$ cat src/rtl/traffic_phase_timer.sv
// Phase timer/sequencer for traffic_light_fsm.
// Watches the FSM's one-hot phase inputs. It times the active phase in whole seconds and
// raises the matching *_end level when that phase has run its programmed duration.
//
// Ports:
//   clk, rst_n                              clock, async active-low reset
//   state_green/yellow/red                  FSM phase one-hot
//   green_end/yellow_end/red_end            active phase duration expired (level)
//   cfg_valid/cfg_ready                     duration write handshake
//   cfg_sel, cfg_value                      write target (0=G,1=Y,2=R,3=illegal), seconds
//   cfg_err                                 1-cycle pulse: illegal target accepted
//   ped_req, ped_ack                        pedestrian request level / service pulse
//   time_left                               seconds remaining in the current phase
//   phase_err                               phase inputs not one-hot
module traffic_phase_timer #(
  parameter int unsigned TICK_DIV   = 50_000_000,
  parameter int unsigned CNT_W      = 8,
  parameter int unsigned GREEN_DEF  = 30,
  parameter int unsigned YELLOW_DEF = 3,
  parameter int unsigned RED_DEF    = 30,
  parameter int unsigned PED_MIN    = 5
) (
  input  logic             clk,
  input  logic             rst_n,
  input  logic             state_green,
  input  logic             state_yellow,
  input  logic             state_red,
  output logic             green_end,
  output logic             yellow_end,
  output logic             red_end,
  input  logic             cfg_valid,
  output logic             cfg_ready,
  input  logic [1:0]       cfg_sel,
  input  logic [CNT_W-1:0] cfg_value,
  output logic             cfg_err,
  input  logic             ped_req,
  output logic             ped_ack,
  output logic [CNT_W-1:0] time_left,
  output logic             phase_err
);

  localparam int unsigned      PRE_W     = $clog2(TICK_DIV);
  localparam logic [PRE_W-1:0] TICK_LAST = PRE_W'(TICK_DIV - 1);
  localparam logic [CNT_W-1:0] ONE       = CNT_W'(1);
  localparam logic [CNT_W-1:0] PED_MIN_C = CNT_W'(PED_MIN);

  typedef enum logic [1:0] {StIdle, StRun, StDone} state_e;

  state_e           state_q, state_d;
  logic [2:0]       prev_q, prev_d;
  logic [PRE_W-1:0] pre_q, pre_d;
  logic [CNT_W-1:0] left_q, left_d;
  logic [2:0]       expired_q, expired_d;  // {green, yellow, red}
  logic [CNT_W-1:0] dur_g_q, dur_g_d, dur_y_q, dur_y_d, dur_r_q, dur_r_d;
  logic             ped_pend_q, ped_pend_d;
  logic             ped_ack_q, ped_ack_d;
  logic             cfg_ready_q, cfg_ready_d;
  logic             cfg_err_q, cfg_err_d;
  logic             phase_err_q, phase_err_d;

  logic [2:0]       cur;
  logic             valid, phase_chg, tick, cfg_accept, ped_seen;
  logic [CNT_W-1:0] load_val, cfg_dur;

  assign cur        = {state_green, state_yellow, state_red};
  assign valid      = (cur == 3'b100) || (cur == 3'b010) || (cur == 3'b001);
  assign phase_chg  = valid && (cur != prev_q);
  assign tick       = (pre_q == TICK_LAST);
  assign cfg_accept = cfg_valid && cfg_ready_q;
  assign cfg_dur    = (cfg_value == '0) ? ONE : cfg_value;
  // A request raised this cycle is serviced this cycle, not one cycle later.
  assign ped_seen   = ped_pend_q || ped_req;

  // Shadow durations are read before this edge's config write lands.
  always_comb begin
    case (cur)
      3'b100:  load_val = dur_g_q;
      3'b010:  load_val = dur_y_q;
      default: load_val = dur_r_q;
    endcase
  end

  always_comb begin
    state_d     = state_q;
    prev_d      = prev_q;
    pre_d       = pre_q;
    left_d      = left_q;
    expired_d   = expired_q;
    dur_g_d     = dur_g_q;
    dur_y_d     = dur_y_q;
    dur_r_d     = dur_r_q;
    ped_pend_d  = ped_seen;
    ped_ack_d   = 1'b0;
    cfg_ready_d = !cfg_accept;
    cfg_err_d   = cfg_accept && (cfg_sel == 2'd3);
    phase_err_d = phase_err_q;

    if (cfg_accept) begin
      unique case (cfg_sel)
        2'd0:    dur_g_d = cfg_dur;
        2'd1:    dur_y_d = cfg_dur;
        2'd2:    dur_r_d = cfg_dur;
        default: ;
      endcase
    end

    if (!valid) begin
      // Counters freeze; timing resumes when a legal phase returns.
      state_d     = StIdle;
      phase_err_d = 1'b1;
      expired_d   = '0;
    end else if (phase_chg) begin
      state_d     = StRun;
      prev_d      = cur;
      left_d      = load_val;
      pre_d       = '0;
      expired_d   = '0;
      phase_err_d = 1'b0;
    end else begin
      phase_err_d = 1'b0;
      unique case (state_q)
        StIdle: begin
          // Same phase back after a glitch: resume, or re-assert its end if already expired.
          if (left_q == '0) begin
            state_d   = StDone;
            expired_d = cur;
          end else begin
            state_d = StRun;
          end
        end
        StRun: begin
          pre_d = tick ? '0 : pre_q + PRE_W'(1);
          if (cur[2] && ped_seen && (left_q > PED_MIN_C)) begin
            left_d     = PED_MIN_C;
            ped_pend_d = 1'b0;
            ped_ack_d  = 1'b1;
          end else if (tick) begin
            if (left_q <= ONE) begin
              left_d    = '0;
              expired_d = cur;
              state_d   = StDone;
              if (cur[2] && ped_seen) begin
                ped_pend_d = 1'b0;
                ped_ack_d  = 1'b1;
              end
            end else begin
              left_d = left_q - ONE;
            end
          end
        end
        StDone: ;
        default: state_d = StIdle;
      endcase
    end
  end

  always_ff @(posedge clk or negedge rst_n) begin
    if (!rst_n) begin
      state_q     <= StIdle;
      prev_q      <= '0;
      pre_q       <= '0;
      left_q      <= '0;
      expired_q   <= '0;
      dur_g_q     <= CNT_W'(GREEN_DEF);
      dur_y_q     <= CNT_W'(YELLOW_DEF);
      dur_r_q     <= CNT_W'(RED_DEF);
      ped_pend_q  <= 1'b0;
      ped_ack_q   <= 1'b0;
      cfg_ready_q <= 1'b0;
      cfg_err_q   <= 1'b0;
      phase_err_q <= 1'b0;
    end else begin
      state_q     <= state_d;
      prev_q      <= prev_d;
      pre_q       <= pre_d;
      left_q      <= left_d;
      expired_q   <= expired_d;
      dur_g_q     <= dur_g_d;
      dur_y_q     <= dur_y_d;
      dur_r_q     <= dur_r_d;
      ped_pend_q  <= ped_pend_d;
      ped_ack_q   <= ped_ack_d;
      cfg_ready_q <= cfg_ready_d;
      cfg_err_q   <= cfg_err_d;
      phase_err_q <= phase_err_d;
    end
  end

  assign green_end  = expired_q[2];
  assign yellow_end = expired_q[1];
  assign red_end    = expired_q[0];
  assign cfg_ready  = cfg_ready_q;
  assign cfg_err    = cfg_err_q;
  assign ped_ack    = ped_ack_q;
  assign time_left  = left_q;
  assign phase_err  = phase_err_q;

endmodule

$ cat config.mk
export PLATFORM = sky130hd
export DESIGN_NAME = traffic_phase_timer
export DESIGN_NICKNAME = d
export VERILOG_FILES = /design/src/rtl/traffic_phase_timer.sv
export SDC_FILE = /design/constraint.sdc
export NUM_CORES = 1
export LEC_CHECK = 0
export ABC_AREA = 0
export CORE_MARGIN = 2
export CORE_UTILIZATION = 63
export CTS_CLUSTER_DIAMETER = 30
export CTS_CLUSTER_SIZE = 28
export DETAILED_ROUTE_END_ITERATION = 6
export PLACE_DENSITY_LB_ADDON = 0.2
export SYNTH_ARGS = -nofsm -noshare
export SYNTH_HDL_FRONTEND = slang
export SYNTH_SLANG_ARGS = --single-unit
$ cat constraint.sdc
create_clock -name clk -period 6.5 [get_ports clk]
set_clock_uncertainty 0.2 [all_clocks]
set_input_delay 1.625 -clock clk [delete_from_list [all_inputs] [get_ports clk]]
set_output_delay 1.625 -clock clk [all_outputs]
set_load 0.01 [all_outputs]
# Word-level counts from Yosys, hierarchy flattened
# Index checks and enable logic that the tools add are counted.
# totals
mem_count	0
ff_bits	71
out_inout_bits	15
latch_bits	0
inputBits	17
romBits	0
ram_bits	0
# op_classes
div	0
shifts	0
n_reduce_logical	23
bitwise_logic	0
n_mux	39
eq_ne	16
addsub	2
magnitude_cmp	2
multipliers	0
# op_table
cell	n
26-bit two-way mux	3
8-bit two-way mux	6
26-bit by 1-bit adder with 26-bit output, second input constant	1
26-bit equality test, second input constant	1
3-bit two-way mux	6
8-bit logical NOT	2
4-bit inequality test, second input constant	4
8-bit one-hot mux with 2 select lines	1
1-bit two-way mux	15
2-bit two-way mux	6
2-bit AND reduction	5
8-bit by 3-bit > comparator with 1-bit output, second input constant	1
8-bit by 1-bit <= comparator with 1-bit output, second input constant	1
8-bit by 1-bit subtractor with 8-bit output, second input constant	1
2-bit equality test, second input constant	3
2-bit one-hot mux with 3 select lines	1
3-bit one-hot mux with 2 select lines	1
1-bit logical AND	5
5-bit AND reduction	1
2-bit by 1-bit equality test with 1-bit output, second input constant	2
2-bit logical NOT	2
4-bit by 1-bit inequality test with 1-bit output, second input constant	1
4-bit AND reduction	1
3-bit by 1-bit equality test with 1-bit output, second input constant	1
other kinds (9)	11

# Longest topological paths before layout
# logic_depth
word_depth	9
depth_mapped	9

# Worst setup path before layout
# Ideal clock, no wire load.
# synth_timing
path_kind	input to register
start	in state_red
end	reg pre_q[11]
path_stages	8
t_required_ps	6222
n_path_buf	3
arrival_time_ps	3365
path_slack_ps	2858
path_cell_list	buf_2 -> or3b_1 -> buf_2 -> o21ai_0 -> a32oi_1 -> buf_2 -> or4_1 -> a21oi_1
# synth_between
elab_chain_cells	6
elab_cells_between_ends	10
cone_classes	4 x eq/ne; 1 x mux; 5 x reduce/logical
# synth_rtl
element	line_no	text
from (decl)	27	input logic state_red,
3-bit equality test / 3-bit by 2-bit equality test with 1-bit output (equally long branches)	66	assign valid = (cur == 3'b100) || (cur == 3'b010) || (cur == 3'b001);
1-bit logical OR (2 in series)	66	
1-bit logical AND	67	assign phase_chg = valid && (cur != prev_q);
2-bit nonzero test (no source line)	--	
2-bit AND reduction (no source line)	--	
to (signal assigned)	175	pre_q <= pre_d;
to (decl)	51	logic [PRE_W-1:0] pre_q, pre_d;
# Several ways; a longest one is shown, not always the timed one.
# A chain may end at the register's enable or synchronous reset.

# Final worst setup path
# layout_timing
start	in state_yellow
end	reg pre_q[4]
# layout_between
elab_chain_cells	6
elab_cells_between_ends	10
cone_classes	4 x eq/ne; 1 x mux; 5 x reduce/logical
# layout_rtl
element	line_no	text
from (decl)	26	input logic state_yellow,
3-bit equality test / 3-bit by 2-bit equality test with 1-bit output (equally long branches)	66	
1-bit logical OR (2 in series)	66	
1-bit logical AND	67	
2-bit nonzero test (no source line)	--	
2-bit AND reduction (no source line)	--	
# Several ways; a longest one is shown, not always the timed one.

==> impl_results.md <==
- Outcome: finished, final reports clean
- Netlist cell types: 62
- Reg2reg path depth: 6
- CTS Buf Count: 9
- Total Routing Usage GR: 0.2649
- Antenna cells: 0
- Row cnt: 29
- Inst Count DP: 494
- Setup crit end kind: register
- R2r startpoint: pre_q[0]
- Crit path cell chain: clkdlybuf4s50_1 > or3b_1 > o21ai_0 > a32oi_2 > buf_4 > a21oi_2 > a21oi_1
- Most frequently used flop master after synthesis: dfrtp_1
- Synth async-reset ratio: 1.000
- Worst IR Drop VDD: 0.2065 mV
- Largest net degree at the start of global routing: 72
- Number of setup buffers added after CTS: 0
- Post-DP HPWL: 6139 µm
- Seq/Total Area, Yosys: 0.4477
- Wire per inst: 17.54 µm
- Fillcell total: 456
- Measured slew at the worst slew-check pin: 1.123 ns
- Family with the most delay on the worst path: compound AO/OA/AOI/OAI gates
- Max-Cap Viols: 0
- Hold Path End: pre_q[21]
- Drt drc: 0
- Hold Crit Start: pre_q[21]
- RSZ-0062 raised after global routing: false
- Layout area overhead: 12.84%
- Most common cell after layout, fill and taps aside: dfrtp_1
- Cell Pwr Density: 278.9 mW/mm²
- Final GP Congestion: 0.8622
- Drt total wl: 8947 µm
- CP startpoint kind: input port
- CTS Sinks: 71
- CTS tree: done
- Final Hold Fails: 0
- Vias in the first global route: 3208
- Warnings, synthesis: 0
- Initial DRT Pass Iterations: 5
- Share of cells above drive strength 1: 0.1363
- R2r setup slk: 3.23 ns
- Hold Path Class: register to register
- Final Power: 1.258 mW
- Crit-path max FO: 48
- Static Leakage: 1.729 nW
- Worst EP required: 6.48 ns
- I/O pin total: 32
- Clock latency on the worst-skew pair: 0.35 ns
- Setup-failing EPs final: 0
- EDFF count, synth: 0
- First-pass GRT wire length: 14990 µm
- Number of vias per cell: 6.553
- Mapped cell area: 0.003996 mm²
- Final #Nets: 449
- WP buf/inv: 2
- WP data arrival: 4.44 ns
- Hold path depth: 1
- Antenna violations before repair: 0
- Initial Util: 0.6403
- Total grt overflow: 0
- Die span in x: 83.65 µm
- Die Height: 83.65 µm
- Most frequent cells in the layout: dfrtp_1 (61), clkdlybuf4s50_1 (30), nand2_1 (26), a21oi_1 (26), nand3_1 (24)
- Core area: 0.006241 mm²
- Slew HR: 0.2454
- Detail Route Antenna Nets: 0
- Slowest CP cell: clkdlybuf4s50_1
- Max Freq: 224.4 MHz
- Setup TNS: 0 ns
- IO buf count: 31
- WHS: 0.2907 ns
- DR iter-0 viols: 216
- Clk buf depth: 2
- Synth Area per Inst: 9.819 µm²
- CTS root buf: clkbuf_8
- Final Non-Filler Cells: 510
- Die area: 0.006996 mm²
- H-tree depth: 3
- R2r endpoint: pre_q[4]
- Critical setup path kind: input port to register
- Min Tclk post-route: 4.456 ns
- Post-cts resize count: 0
- Final Max Tran Viols: 0
- Via count: 3342
- Post-Syn Instances: 407
- Max incr delay on CP: 0.78 ns
- Net count after synthesis: 428
- Final worst-path cycle share: 0.6855
- Reg clk slew, reported paths: 0.07 ns
- Synthesized flop and latch total: 71
- CTS Hold Bufs: 0
cells by family (layout without fill, tap and decap cells):
kind of cell | Yosys count | after routing | synth area share
mux | 26 | 26 | 0.07232
flops | 71 | 71 | 0.4477
buf+inv | 37 | 63 | 0.04227
fa+ha+maj | 4 | 4 | 0.01252
simple gates | 150 | 150 | 0.2138
xor+xnor | 2 | 2 | 0.004384
compound gates | 117 | 117 | 0.2070
metal layers:
layer	routed length, µm	global-route usage	vias to the layer above
li1	-	-	1614
met4	244	0.1261	0
met3	301	0.04946	19
met2	4441	0.4364	72
met5	0	0	-
met1	3960	0.3381	1637
power by group:
part           internal [mW]  switching, mW
sequential             0.514         0.0708
combinational          0.148          0.149
clock                  0.215          0.160
total                  0.877          0.380
synthesized netlist by cell type (3+ instances only):
master     n  area [µm²]
dfrtp_1   61        1526
mux2i_1    3       30.03
and3_1     5       31.28
nor4_1     5       31.28
o31ai_1   10       75.07
or4_1      8       60.06
o21ai_0   21       105.1
nor3b_1    4       30.03
and4_1     5       43.79
nand3_1   24       120.1
nand2_1   26       97.59
a41oi_1    3       26.28
or3_1     14       87.58
clkbuf_1  10       37.54
nor3_1     7       35.03
a22oi_1    8       60.06
dfstp_2   10       262.8
ha_1       4       50.05
a31oi_1    7       43.79
nor2_1    21       78.83
inv_1     14       52.55
nor4bb_1   3       30.03
a32oi_1    7       61.31
mux2_2    21       236.5
o211ai_1   4       30.03
o21a_1     3       22.52
buf_2      9       45.04
a21boi_0   3       22.52
a32o_1     4       40.04
a21oi_1   26       130.1
o32ai_1    3       26.28
nand4_1   10       62.56
through the flow:
stage	area (µm²)	utilization	worst slack, ns
after floorplan	3996	-	2.858
after global placement	4304	0.6897	1.842
after detailed placement	4304	0.6897	1.710
after CTS	4509	0.7225	2.077
after global routing	4509	0.7225	1.819
final	4509	0.7225	2.044
worst max path at each step:
stage / start / end / cells past startpoint
floorplan: state_red / pre_q[11] / 8
global placement: state_yellow / pre_q[15] / 7
detailed placement: state_yellow / pre_q[4] / 7
CTS: state_yellow / pre_q[4] / 7
global route: state_red / pre_q[23] / 6
finish: state_yellow / pre_q[4] / 7
flip-flops by register name, indices dropped and copies added (netlist names):
register and cells:
cfg_err 1, prev_q 3, phase_err 1, dur_r_q 8
expired_q 3, ped_ack 1, state_q 2, cfg_ready 1
dur_g_q 8, pre_q 26, dur_y_q 8, time_left 8
ped_pend_q 1
area by class of cell:
class	count	area (µm²)	area share
Tap cell	77	96.34	0.02137
Inverter	14	52.55	0.01165
Timing Repair Buffer	33	320.3	0.07103
Clock buffer	12	135.1	0.02997
Sequential cell	71	1789	0.3968
Multi-Input combinational cell	299	2046	0.4537
Clock inverter	4	70.07	0.01554
Note: power is estimated with default switching activity, not from simulation.
